### config.mk
export PLATFORM = sky130hd
export DESIGN_NAME = vmem_fill_ctrl_flat
export DESIGN_NICKNAME = d
export VERILOG_FILES = /design/src/rtl/vmem_fill_ctrl_pkg.sv /design/src/rtl/vmem_fill_ctrl_if.sv /design/src/rtl/vmem_fill_ctrl_fill_cursor.sv /design/src/rtl/vmem_fill_ctrl.sv /design/src/flat_wrapper.sv
export SDC_FILE = /design/constraint.sdc
export NUM_CORES = 1
export LEC_CHECK = 0
export CELL_PAD_IN_SITES_DETAIL_PLACEMENT = 2
export CELL_PAD_IN_SITES_GLOBAL_PLACEMENT = 2
export CORE_MARGIN = 2
export CORE_UTILIZATION = 34
export CTS_BUF_LIST = sky130_fd_sc_hd__clkbuf_8
export CTS_CLUSTER_DIAMETER = 30
export DETAILED_ROUTE_END_ITERATION = 10
export MAX_ROUTING_LAYER = met4
export PLACE_DENSITY_LB_ADDON = 0.08
export SLEW_MARGIN = 10
export SYNTH_ARGS = -nofsm -noshare
export SYNTH_HDL_FRONTEND = slang
export SYNTH_SLANG_ARGS = --single-unit
### constraint.sdc
create_clock -name clk_i -period 5.9 [get_ports clk_i]
set_input_delay 1.18 -clock clk_i [delete_from_list [all_inputs] [get_ports clk_i]]
set_output_delay 1.18 -clock clk_i [all_outputs]
set_load 0.1 [all_outputs]
### src/rtl/vmem_fill_ctrl_pkg.sv
// Shared constants and types for the vmem rectangle-fill engine and write-port arbiter.
package vmem_fill_ctrl_pkg;

   localparam int unsigned LCD_W = 240;
   localparam int unsigned LCD_H = 240;

   localparam logic [3:0] FILL_CTRL  = 4'h0;
   localparam logic [3:0] FILL_ORG   = 4'h4;
   localparam logic [3:0] FILL_SIZE  = 4'h8;
   localparam logic [3:0] FILL_COLOR = 4'hC;

   localparam int unsigned CTRL_START = 0;
   localparam int unsigned CTRL_ABORT = 1;

   typedef enum logic [0:0] {
      StIdle = 1'b0,
      StRun  = 1'b1
   } state_e;

endpackage

### src/rtl/vmem_fill_ctrl_if.sv
// dbus-side bundle: CPU vmem store strobe plus the fill-register access port.
interface vmem_fill_ctrl_if;
   logic        cpu_we;
   logic [15:0] cpu_addr;
   logic [2:0]  cpu_wdata;
   logic        cfg_we;
   logic [3:0]  cfg_addr;
   logic [31:0] cfg_wdata;
   logic [31:0] cfg_rdata;

   modport master (
      output cpu_we, cpu_addr, cpu_wdata, cfg_we, cfg_addr, cfg_wdata,
      input  cfg_rdata
   );

   modport slave (
      input  cpu_we, cpu_addr, cpu_wdata, cfg_we, cfg_addr, cfg_wdata,
      output cfg_rdata
   );
endinterface

### src/rtl/vmem_fill_ctrl_fill_cursor.sv
// Raster cursor for the fill engine: latches origin/size at load, steps (cx,cy) per engine slot.
module vmem_fill_ctrl_fill_cursor (
   input  logic        clk_i,
   input  logic        rst_ni,
   input  logic        load_i,
   input  logic        step_i,
   input  logic [15:0] org_i,
   input  logic [15:0] size_i,
   output logic [7:0]  x_o,
   output logic [7:0]  y_o,
   output logic        last_o
);

   logic [7:0] cx_q, cx_d, cy_q, cy_d;
   logic [7:0] x0_q, y0_q, w_q, h_q;
   logic [7:0] x_end, y_end;
   logic       row_end;

   // All cursor arithmetic is modulo 256, so rectangles may wrap past column/row 255.
   assign x_end   = x0_q + w_q - 8'd1;
   assign y_end   = y0_q + h_q - 8'd1;
   assign row_end = (cx_q == x_end);
   assign last_o  = row_end && (cy_q == y_end);
   assign x_o     = cx_q;
   assign y_o     = cy_q;

   always_comb begin
      cx_d = cx_q;
      cy_d = cy_q;
      if (load_i) begin
         cx_d = org_i[7:0];
         cy_d = org_i[15:8];
      end else if (step_i) begin
         if (row_end) begin
            cx_d = x0_q;
            cy_d = cy_q + 8'd1;
         end else begin
            cx_d = cx_q + 8'd1;
         end
      end
   end

   always_ff @(posedge clk_i) begin
      if (!rst_ni) begin
         cx_q <= '0;
         cy_q <= '0;
         x0_q <= '0;
         y0_q <= '0;
         w_q  <= '0;
         h_q  <= '0;
      end else begin
         cx_q <= cx_d;
         cy_q <= cy_d;
         if (load_i) begin
            x0_q <= org_i[7:0];
            y0_q <= org_i[15:8];
            w_q  <= size_i[7:0];
            h_q  <= size_i[15:8];
         end
      end
   end

endmodule

### src/rtl/vmem_fill_ctrl.sv
// Rectangle-fill engine with fixed-priority vmem write arbitration; CPU stores always win.
module vmem_fill_ctrl
   import vmem_fill_ctrl_pkg::*;
#(
   parameter int unsigned LcdW = LCD_W,
   parameter int unsigned LcdH = LCD_H
) (
   input  logic                   clk_i,
   input  logic                   rst_ni,
   vmem_fill_ctrl_if.slave        bus_io,
   output logic                   vmem_we_o,
   output logic [15:0]            vmem_waddr_o,
   output logic [2:0]             vmem_wdata_o,
   output logic                   busy_o,
   output logic                   done_o
);

   state_e      state_q, state_d;
   logic [15:0] org_q, size_q;
   logic [2:0]  color_q, fill_color_q;
   logic        done_q, done_d, sticky_q, sticky_d;
   logic [31:0] rdata_q, rdata_d;
   logic        we_q, we_d;
   logic [15:0] waddr_q, waddr_d;
   logic [2:0]  wdata_q, wdata_d;
   logic        ctrl_wr, start_req, abort_req, load, slot, last, visible, eng_wr;
   logic [7:0]  cx, cy;
   logic        unused_wdata;

   assign unused_wdata = ^bus_io.cfg_wdata[31:16];

   assign ctrl_wr   = bus_io.cfg_we && (bus_io.cfg_addr == FILL_CTRL);
   assign start_req = ctrl_wr && bus_io.cfg_wdata[CTRL_START] && !bus_io.cfg_wdata[CTRL_ABORT];
   assign abort_req = ctrl_wr && bus_io.cfg_wdata[CTRL_ABORT];

   vmem_fill_ctrl_fill_cursor u_cursor (
      .clk_i  (clk_i),
      .rst_ni (rst_ni),
      .load_i (load),
      .step_i (slot),
      .org_i  (org_q),
      .size_i (size_q),
      .x_o    (cx),
      .y_o    (cy),
      .last_o (last)
   );

   // Off-screen slots are still consumed so the raster order stays fixed.
   assign visible = (32'(cx) < LcdW) && (32'(cy) < LcdH);
   assign eng_wr  = slot && visible;

   always_comb begin
      state_d = state_q;
      done_d  = 1'b0;
      load    = 1'b0;
      slot    = 1'b0;
      unique case (state_q)
         StIdle: begin
            if (start_req) begin
               if ((size_q[7:0] != 8'd0) && (size_q[15:8] != 8'd0)) begin
                  state_d = StRun;
                  load    = 1'b1;
               end else begin
                  done_d = 1'b1;
               end
            end
         end
         StRun: begin
            slot = !bus_io.cpu_we;
            if (abort_req || (slot && last)) begin
               state_d = StIdle;
               done_d  = 1'b1;
            end
         end
         default: state_d = StIdle;
      endcase
   end

   always_comb begin
      sticky_d = sticky_q;
      if (done_d) begin
         sticky_d = 1'b1;
      end else if (start_req && (state_q == StIdle)) begin
         sticky_d = 1'b0;
      end

      rdata_d = '0;
      case (bus_io.cfg_addr)
         FILL_CTRL:  rdata_d = {30'b0, sticky_q, state_q == StRun};
         FILL_ORG:   rdata_d = {16'b0, org_q};
         FILL_SIZE:  rdata_d = {16'b0, size_q};
         FILL_COLOR: rdata_d = {29'b0, color_q};
         default:    rdata_d = '0;
      endcase

      we_d    = bus_io.cpu_we || eng_wr;
      waddr_d = waddr_q;
      wdata_d = wdata_q;
      if (bus_io.cpu_we) begin
         waddr_d = bus_io.cpu_addr;
         wdata_d = bus_io.cpu_wdata;
      end else if (eng_wr) begin
         waddr_d = {cy, cx};
         wdata_d = fill_color_q;
      end
   end

   always_ff @(posedge clk_i) begin
      if (!rst_ni) begin
         state_q      <= StIdle;
         org_q        <= '0;
         size_q       <= '0;
         color_q      <= '0;
         fill_color_q <= '0;
         done_q       <= 1'b0;
         sticky_q     <= 1'b0;
         rdata_q      <= '0;
         we_q         <= 1'b0;
         waddr_q      <= '0;
         wdata_q      <= '0;
      end else begin
         state_q  <= state_d;
         done_q   <= done_d;
         sticky_q <= sticky_d;
         rdata_q  <= rdata_d;
         we_q     <= we_d;
         waddr_q  <= waddr_d;
         wdata_q  <= wdata_d;
         if (load) fill_color_q <= color_q;
         if (bus_io.cfg_we) begin
            if (bus_io.cfg_addr == FILL_ORG)   org_q   <= bus_io.cfg_wdata[15:0];
            if (bus_io.cfg_addr == FILL_SIZE)  size_q  <= bus_io.cfg_wdata[15:0];
            if (bus_io.cfg_addr == FILL_COLOR) color_q <= bus_io.cfg_wdata[2:0];
         end
      end
   end

   assign bus_io.cfg_rdata = rdata_q;
   assign vmem_we_o        = we_q;
   assign vmem_waddr_o     = waddr_q;
   assign vmem_wdata_o     = wdata_q;
   assign busy_o           = (state_q == StRun);
   assign done_o           = done_q;

endmodule

### src/flat_wrapper.sv
// flat-port wrapper written by rule: the top's interface ports become plain ports
module vmem_fill_ctrl_flat import vmem_fill_ctrl_pkg::*;
#(
   parameter int unsigned LcdW = LCD_W,
   parameter int unsigned LcdH = LCD_H
)
  (clk_i, rst_ni, vmem_we_o, vmem_waddr_o, vmem_wdata_o, busy_o, done_o, bus_io_cpu_we, bus_io_cpu_addr, bus_io_cpu_wdata, bus_io_cfg_we, bus_io_cfg_addr, bus_io_cfg_wdata, bus_io_cfg_rdata);
  vmem_fill_ctrl_if bus_io_i ();
  input  logic clk_i;
  input  logic rst_ni;
  output logic vmem_we_o;
  output logic [15:0] vmem_waddr_o;
  output logic [2:0] vmem_wdata_o;
  output logic busy_o;
  output logic done_o;
  input wire logic [$bits(bus_io_i.cpu_we)-1:0] bus_io_cpu_we;
  input wire logic [$bits(bus_io_i.cpu_addr)-1:0] bus_io_cpu_addr;
  input wire logic [$bits(bus_io_i.cpu_wdata)-1:0] bus_io_cpu_wdata;
  input wire logic [$bits(bus_io_i.cfg_we)-1:0] bus_io_cfg_we;
  input wire logic [$bits(bus_io_i.cfg_addr)-1:0] bus_io_cfg_addr;
  input wire logic [$bits(bus_io_i.cfg_wdata)-1:0] bus_io_cfg_wdata;
  output wire logic [$bits(bus_io_i.cfg_rdata)-1:0] bus_io_cfg_rdata;
  assign bus_io_i.cpu_we = bus_io_cpu_we;
  assign bus_io_i.cpu_addr = bus_io_cpu_addr;
  assign bus_io_i.cpu_wdata = bus_io_cpu_wdata;
  assign bus_io_i.cfg_we = bus_io_cfg_we;
  assign bus_io_i.cfg_addr = bus_io_cfg_addr;
  assign bus_io_i.cfg_wdata = bus_io_cfg_wdata;
  assign bus_io_cfg_rdata = bus_io_i.cfg_rdata;
  vmem_fill_ctrl #(.LcdW(LcdW), .LcdH(LcdH)) u_core (.clk_i(clk_i), .rst_ni(rst_ni), .bus_io(bus_io_i), .vmem_we_o(vmem_we_o), .vmem_waddr_o(vmem_waddr_o), .vmem_wdata_o(vmem_wdata_o), .busy_o(busy_o), .done_o(done_o));
endmodule
==> impl_results.md, run 1 <==
* Pre-CTS WS at about 1.6 ns
* Crit. End Element: register
* Post-synthesis simple-gate area fraction at about a fifth
* Combinational fraction of design power at around 11%
* Area Growth Syn to Fin at 20.68%
* Setup WS post-layout at 2.029 ns
* Most frequent cells in the layout: 160 x nand2_1, 125 x dfxtp_1, 117 x a21oi_1, 80 x clkdlybuf4s50_1, 62 x nor2_1
* Outcome: finished, final reports clean
* Worst Setup Start Kind: input pin
* Number of diodes at 0
* Drt pass-1 iters at 4
* Die extent in y at 139.3 µm
* Syn avg cell area at 7.893 µm²
* PwrDens at 240.8 nW/µm²
* Adder-cell share of the synthesized area at 6.269%
* Hold WS at between 0.4 and 0.5 ns
* Minimum clock period at roughly 3.9 ns
* Worst EP required at 6.21 ns
* Global route overflow at 0
* Clock power frac at 41.0%
* Skew final at 0.01399 ns
* Critical path start-end classification: input pin to register
* Gpl congestion at 0.7798
* Total GRT Usage at a little over a fifth
* CTS H-tree lvls at 4
* Buffers on Ports at 80
* Flop2flop setup slack at 2.58 ns
* Fin crit share at 65.60%
* Largest net degree at the start of global routing at 58
* Core area at 17960 µm²
* Cells after Synth at between 700 and 800
* P_int at about 1.3 mW
* DRT iter0 DRCs at 255
* Fin nets at 939
* Syn Std Cell Area at 6227 µm²
* CP max FO at 45
* LEAKAGE at 2.892 nW
* MaxCap Viol Count at 0
* CTS clk-pin slew, worst paths at around 0.08 ns
* First-pass GRT wire length at approximately 32000 µm
* Layout cells sized above 1 at 5.910%
* Initial antenna violation count at 0
* Synth cell types at 49
* TritonCTS buffer count at 17
* Die width at 139.3 µm
* Post-synthesis mux area share at approximately 5%
* Post-synthesis xor/xnor area fraction at 4.923%
* Reported net switching power at about 0.55 mW
* Post-synth top area cell: dfxtp_1
* Largest family of logic cells by synthesized area: simple AND/OR/NAND/NOR gates
* CTS tree: yes
* Fmax at 258.4 MHz
* Clock tree buffer depth at 2
* CTS Hold Bufs at 0
* DRT antenna net count at 0
* Top Ports at 113
* Most area-consuming cells after synthesis: dfxtp_1 40%, nand2_1 9.6%, a21oi_1 9.4%
* Setup violations, final at 0
* DR vias/cell at between 5 and 6
* Sequential fraction of the synthesis area at 40.18%
* Wire per inst at 17.67 µm
* Yosys top cell area share at 40.18%
* Worst slew pin tran at 1.002 ns
* CTS root buf: clkbuf_8
* RSZ-0062 raised after global routing: no
* Placed cell count at about 1100
* Post-route DRC violation count at 0
* Final Hold Vio Count at 0
* Core Rows at about 50
* Slew headroom at 33.13%
* Setup bufs post-CTS at 0
* Starting density of the core at 34.67%
* Peak supply drop at 126.7 µV
* Post-Layout Cell Count at 1092
* Switching share of power at between 30 and 40%
* Vias in the first global route at between 6000 and 7000
* Crit path DAT at approximately 4.2 ns
* Post-Route WL at 19300 µm
* Yosys warns at 0
* Via count at 5524
* Compound-cell area share of the yosys netlist at 14.41%
* Worst-Skew Late Latency at 0.46 ns
* Max Slew Vio Count at 0
* Class of the tightest hold or removal check: register to register
* PostCTS Resize Cnt at 0
* Most common cell after layout, fill and taps aside: nand2_1
* Final instance area at 7515 µm²
* Dpl cell area at 7131 µm²
* Final setup TNS at 0 ns
* Detail Placement HPWL at 13940 µm
* Sequential share of power at 47.7%
* DIE AREA at 19410 µm²
* Clock sinks at 125
* Yosys reg bits at 125
* Layout fillers at between 2000 and 2500
==> power by group through the flow <==
stage | logic, mW | registers, mW | clock network, mW
6_report | 0.205 | 0.862 | 0.743
5_1_grt | 0.216 | 0.864 | 0.800
4_1_cts | 0.206 | 0.862 | 0.765
3_5_place_dp | 0.205 | 0.882 | 0
3_3_place_gp | 0.201 | 0.882 | 0
2_1_floorplan | 0.0958 | 0.934 | 0
==> state kept, by name (all words and copies together) (netlist names), 8 cells and up <==
register                 cells
u_core.bus_io.cfg_rdata     16
u_core.org_q                16
u_core.size_q               16
u_core.vmem_waddr_o         16
u_core.u_cursor.h_q          8
u_core.u_cursor.w_q          8
u_core.u_cursor.x0_q         8
u_core.u_cursor.x_o          8
u_core.u_cursor.y0_q         8
u_core.u_cursor.y_o          8
==> final timing paths <==
check / to / cells after the start / start
max reg2reg: u_core.u_cursor.x_o[5] / 12 / u_core.u_cursor.x0_q[1]
min: u_core.u_cursor.h_q[3] / 2 / u_core.u_cursor.h_q[3]
min reg2reg: u_core.u_cursor.h_q[3] / 2 / u_core.u_cursor.h_q[3]
max: u_core.u_cursor.y_o[4] / 7 / bus_io_cfg_addr[2]
==> metal layers <==
metal,global-route usage [%],vias up,part of all wire [%]
li1,-,2717,-
met1,27.13,2671,48
met2,34.60,125,47
met3,3.889,11,4.2
met4,5.529,0,0.92
met5,-,-,0
==> metrics by stage <==
| step | utilization, % | total power [mW] |
|---|---|---|
| 2_1_floorplan | - | 1.030 |
| 3_3_place_gp | 39.69 | 1.083 |
| 3_5_place_dp | 39.69 | 1.087 |
| 4_1_cts | 41.83 | 1.834 |
| 5_1_grt | 41.83 | 1.880 |
| 6_report | 41.83 | 1.810 |
==> logic make-up (layout without fill, tap and decap cells) <==
group                      Yosys count  after routing
AOI/OAI and AO/OA                  161            161
xor gates and xnor gates            35             35
muxes                               31             31
DFF                                125            125
buffers and inverters              117            176
adders and majority gates           30             30
other                                1             16
and+or+nand+nor                    289            289
==> area by class of cell <==
cell class | count | area, µm² | share of cell area [%]
clock buffers | 18 | 247.7 | 3.297
clock inverters | 14 | 136.4 | 1.815
inverters | 56 | 210.2 | 2.797
multi-input cells | 562 | 3258 | 43.36
flip-flops and latches | 125 | 2502 | 33.30
well taps | 229 | 286.5 | 3.813
repair buffers | 88 | 873.3 | 11.62
==> cells in the mapped netlist (all sizes together) <==
cell type / number
a211oi: 1
a21boi: 2
a21o: 3
a21oi: 117
a221o: 4
a22oi: 13
a31oi: 2
and2: 4
and2b: 1
and3: 8
buf: 22
clkbuf: 39
conb: 1
dfxtp: 125
fa: 2
ha: 28
inv: 56
mux2: 2
mux2i: 29
nand2: 160
nand3: 20
nand3b: 2
nand4: 10
nor2: 63
nor3: 6
nor4: 9
nor4b: 3
o21a: 2
o21ai: 12
o221ai: 2
o22a: 1
o31ai: 2
or3: 2
or4: 1
xnor2: 24
xor2: 11
==> critical path: stages <==
cell and delay [ns]:
clkdlybuf4s50_1 0.66, nor4_1 0.52, nand4_1 0.27, nand3b_1 0.67
buf_4 0.51, o21ai_0 0.27, a31oi_1 0.08
No activity file was read; power rests on OpenSTA's default activity.
==> run 2, diff against run 1 <==
--- a/config.mk
+++ b/config.mk
@@ -8,7 +8,7 @@
 export CELL_PAD_IN_SITES_DETAIL_PLACEMENT = 2
 export CELL_PAD_IN_SITES_GLOBAL_PLACEMENT = 2
 export CORE_MARGIN = 2
-export CORE_UTILIZATION = 34
+export CORE_UTILIZATION = 28
 export CTS_BUF_LIST = sky130_fd_sc_hd__clkbuf_8
 export CTS_CLUSTER_DIAMETER = 30
 export DETAILED_ROUTE_END_ITERATION = 10
==> constraint.sdc (replaced) <==
create_clock -name clk_i -period 3.3 [get_ports clk_i]
set_input_delay 0.66 -clock clk_i [delete_from_list [all_inputs] [get_ports clk_i]]
set_output_delay 0.66 -clock clk_i [all_outputs]
set_load 0.1 [all_outputs]
==> impl_results.md, run 2 (same netlist as run 1, synthesis figures left out) <==
* Outcome: finished, final reports clean
* Largest net degree at the start of global routing at 53 (-8.6%)
* Most frequent cells in the layout: 160 x nand2_1, 123 x dfxtp_1, 117 x a21oi_1, 62 x nor2_1, 60 x buf_4
* LEAKAGE at 3.077 nW (+6.4%)
* Clock power frac at 42.5% (+1.5 points)
* Fin nets at 956 (+1.8%)
* DIE AREA at 23450 µm² (+21%)
* PwrDens at 434.5 nW/µm² (+80%)
* Layout fillers at 2551 (+23%)
* Gpl congestion at 0.8087 (+3.7%)
* Switching share of power at 30.09% (-0.37 points)
* Hold WS at 0.4607 ns (+0.001415 ns)
* Fmax at roughly 320 MHz
* Max Slew Vio Count at 0 (unchanged)
* Setup violations, final at 0 (unchanged)
* First-pass GRT wire length at 32800 µm (+1.8%)
* TritonCTS buffer count at 17 (unchanged)
* Combinational fraction of design power at 11.1% (-0.2 points)
* Worst Setup Start Kind: register
* Overall power at 3.326 mW (+84%)
* Fin crit share at between 90% and 100%
* DRT antenna net count at 0 (unchanged)
* Final setup TNS at 0 ns (unchanged)
* CTS H-tree lvls at 4 (unchanged)
* Class of the tightest hold or removal check: register to register
* Critical path start-end classification: register to register
* Dpl cell area at 7212 µm² (+1.1%)
* Via count at 5546 (+0.40%)
* Multi-input gate area at 3274 µm² (+0.50%)
* Util after Layout at 35.08% (-6.8 points)
* CTS root buf: clkbuf_8
* Pre-CTS WS at 0.04421 ns (-1.538 ns)
* P_int at 2.325 mW (+85%)
* Detail Placement HPWL at 14980 µm (+7.4%)
* Skew final at 0.01754 ns (+0.003548 ns)
* Worst EP required at 3.69 ns (-2.52 ns)
* Worst-Skew Late Latency at 0.46 ns (about the same)
* Peak supply drop at 196.0 µV (+55%)
* Setup WS post-layout at 0.2111 ns (-1.818 ns)
* Vias in the first global route at 5941 (-1.5%)
* Drt pass-1 iters at 4 (unchanged)
* Core area at 21820 µm² (+21%)
* Starting density of the core at 28.53% (-6.1 points)
* Layout cells sized above 1 at 12.73% (+6.8 points)
* Initial antenna violation count at 0 (unchanged)
* Crit path DAT at 3.48 ns (-0.70 ns)
* Global route overflow at 0 (unchanged)
* DRT met1 WL at 10250 µm (+12%)
* Area Growth Syn to Fin at 22.95%
* Clock tree buffer depth at 2 (unchanged)
* Die extent in y at 153.1 µm (+9.9%)
* MaxCap Viol Count at 0 (unchanged)
* DR vias/cell at 4.781 (-5.5%)
* DRT iter0 DRCs at 155 (-39%)
* Top Ports at 113 (unchanged)
* Total GRT Usage at 18.17% (-3.0 points)
* Die width at 153.1 µm (+9.9%)
* CP max FO at 5 (-89%)
* Final instance area at 7656 µm² (+1.9%)
* Crit. End Element: register
* Clock sinks at 125 (unchanged)
* CTS tree: yes
* Core Rows at 54 (+10%)
* CTS clk-pin slew, worst paths at 0.08 ns (about the same)
* Wire length on met2 at 9103 µm (about the same)
* Number of diodes at 0 (unchanged)
* Buffers on Ports at 80 (unchanged)
* Post-route DRC violation count at 0 (unchanged)
* Met3 wire length at 629 µm (-23%)
* Top Metal Used: met4
* Seq. cell area at 2505 µm² (about the same)
* Reported net switching power at 1.001 mW (+82%)
* Post-Route WL at 20160 µm (+4.5%)
* Post-Layout Cell Count at 1160 (+6.2%)
* Worst slew pin tran at 0.6779 ns (-0.3246 ns)
* Placed cell count at 1126 (+6.2%)
* Slew headroom at 54.74% (+22 points)
* Sequential share of power at 46.4% (-1.3 points)
* Minimum clock period at 3.089 ns
* Final Hold Vio Count at 0 (unchanged)
* Wire per inst at 17.38 µm (-1.7%)
* Most common cell after layout, fill and taps aside: nand2_1
[run 2: cell types whose count changed in the layout (fill, tap and decap cells not counted), moves of 2 or more]
| cell | delta |
|---|---|
| dfxtp_2 | +2 |
| inv_6 | +2 |
| clkdlybuf4s50_1 | -38 |
| buf_6 | +2 |
| dfxtp_1 | -2 |
| clkinvlp_4 | -3 |
| buf_4 | +53 |
[run 2: worst max-delay path, cell delays in order (launching register included)]
cell,delay (ns)
dfxtp_2,0.33
inv_1,0.06
ha_1,0.27
inv_1,0.04
ha_2,0.19
fa_2,0.40
xnor2_2,0.15
xnor2_1,0.16
nand4_1,0.17
nor3_4,0.36
buf_6,0.16
nand3_4,0.07
or4_4,0.52
a31oi_1,0.16
[run 2: final cells by class]
class	instances	area share, %
flip-flops and latches	125	32.72
clock buffers	18	3.236
inverters	56	2.746
clock inverters	14	2.026
repair buffers	105	11.93
multi-input cells	562	42.77
well taps	280	4.576
[run 2: power by group through the flow]
stage / clock, mW / sequential (mW) / combinational [mW]
final: 1.42 / 1.54 / 0.368
after global routing: 1.54 / 1.55 / 0.389
after CTS: 1.46 / 1.54 / 0.372
after detailed placement: 0 / 1.58 / 0.370
after global placement: 0 / 1.58 / 0.363
after floorplan: 0 / 1.67 / 0.171
[run 2: repair_timing]
item                       4_1_cts  5_1_grt
setup buffers                    0        2
hold endpoints to repair         0        0
pin swaps                        1        6
resized for setup                0        9
gates cloned                     0        0
setup endpoints to repair        1        7
hold buffers                     0        0
[run 2: path summary, 6_finish.rpt]
kind                                           endpoint               startpoint  slack [ns]  cells after the start
worst min register to register  u_core.u_cursor.y0_q[0]  u_core.u_cursor.y0_q[0]        0.46                      2
worst max register to register   u_core.u_cursor.y_o[6]  u_core.u_cursor.x0_q[1]        0.21                     13
worst max-delay path             u_core.u_cursor.y_o[6]  u_core.u_cursor.x0_q[1]        0.21                     13
worst min-delay path            u_core.u_cursor.y0_q[0]  u_core.u_cursor.y0_q[0]        0.46                      2
[run 2: per-layer routing]
| layer | vias to the layer above | track usage, % |
|---|---|---|
| li1 | 2762 | - |
| met1 | 2678 | 23.98 |
| met2 | 92 | 28.78 |
| met3 | 14 | 3.657 |
| met4 | 0 | 4.101 |
| met5 | - | - |
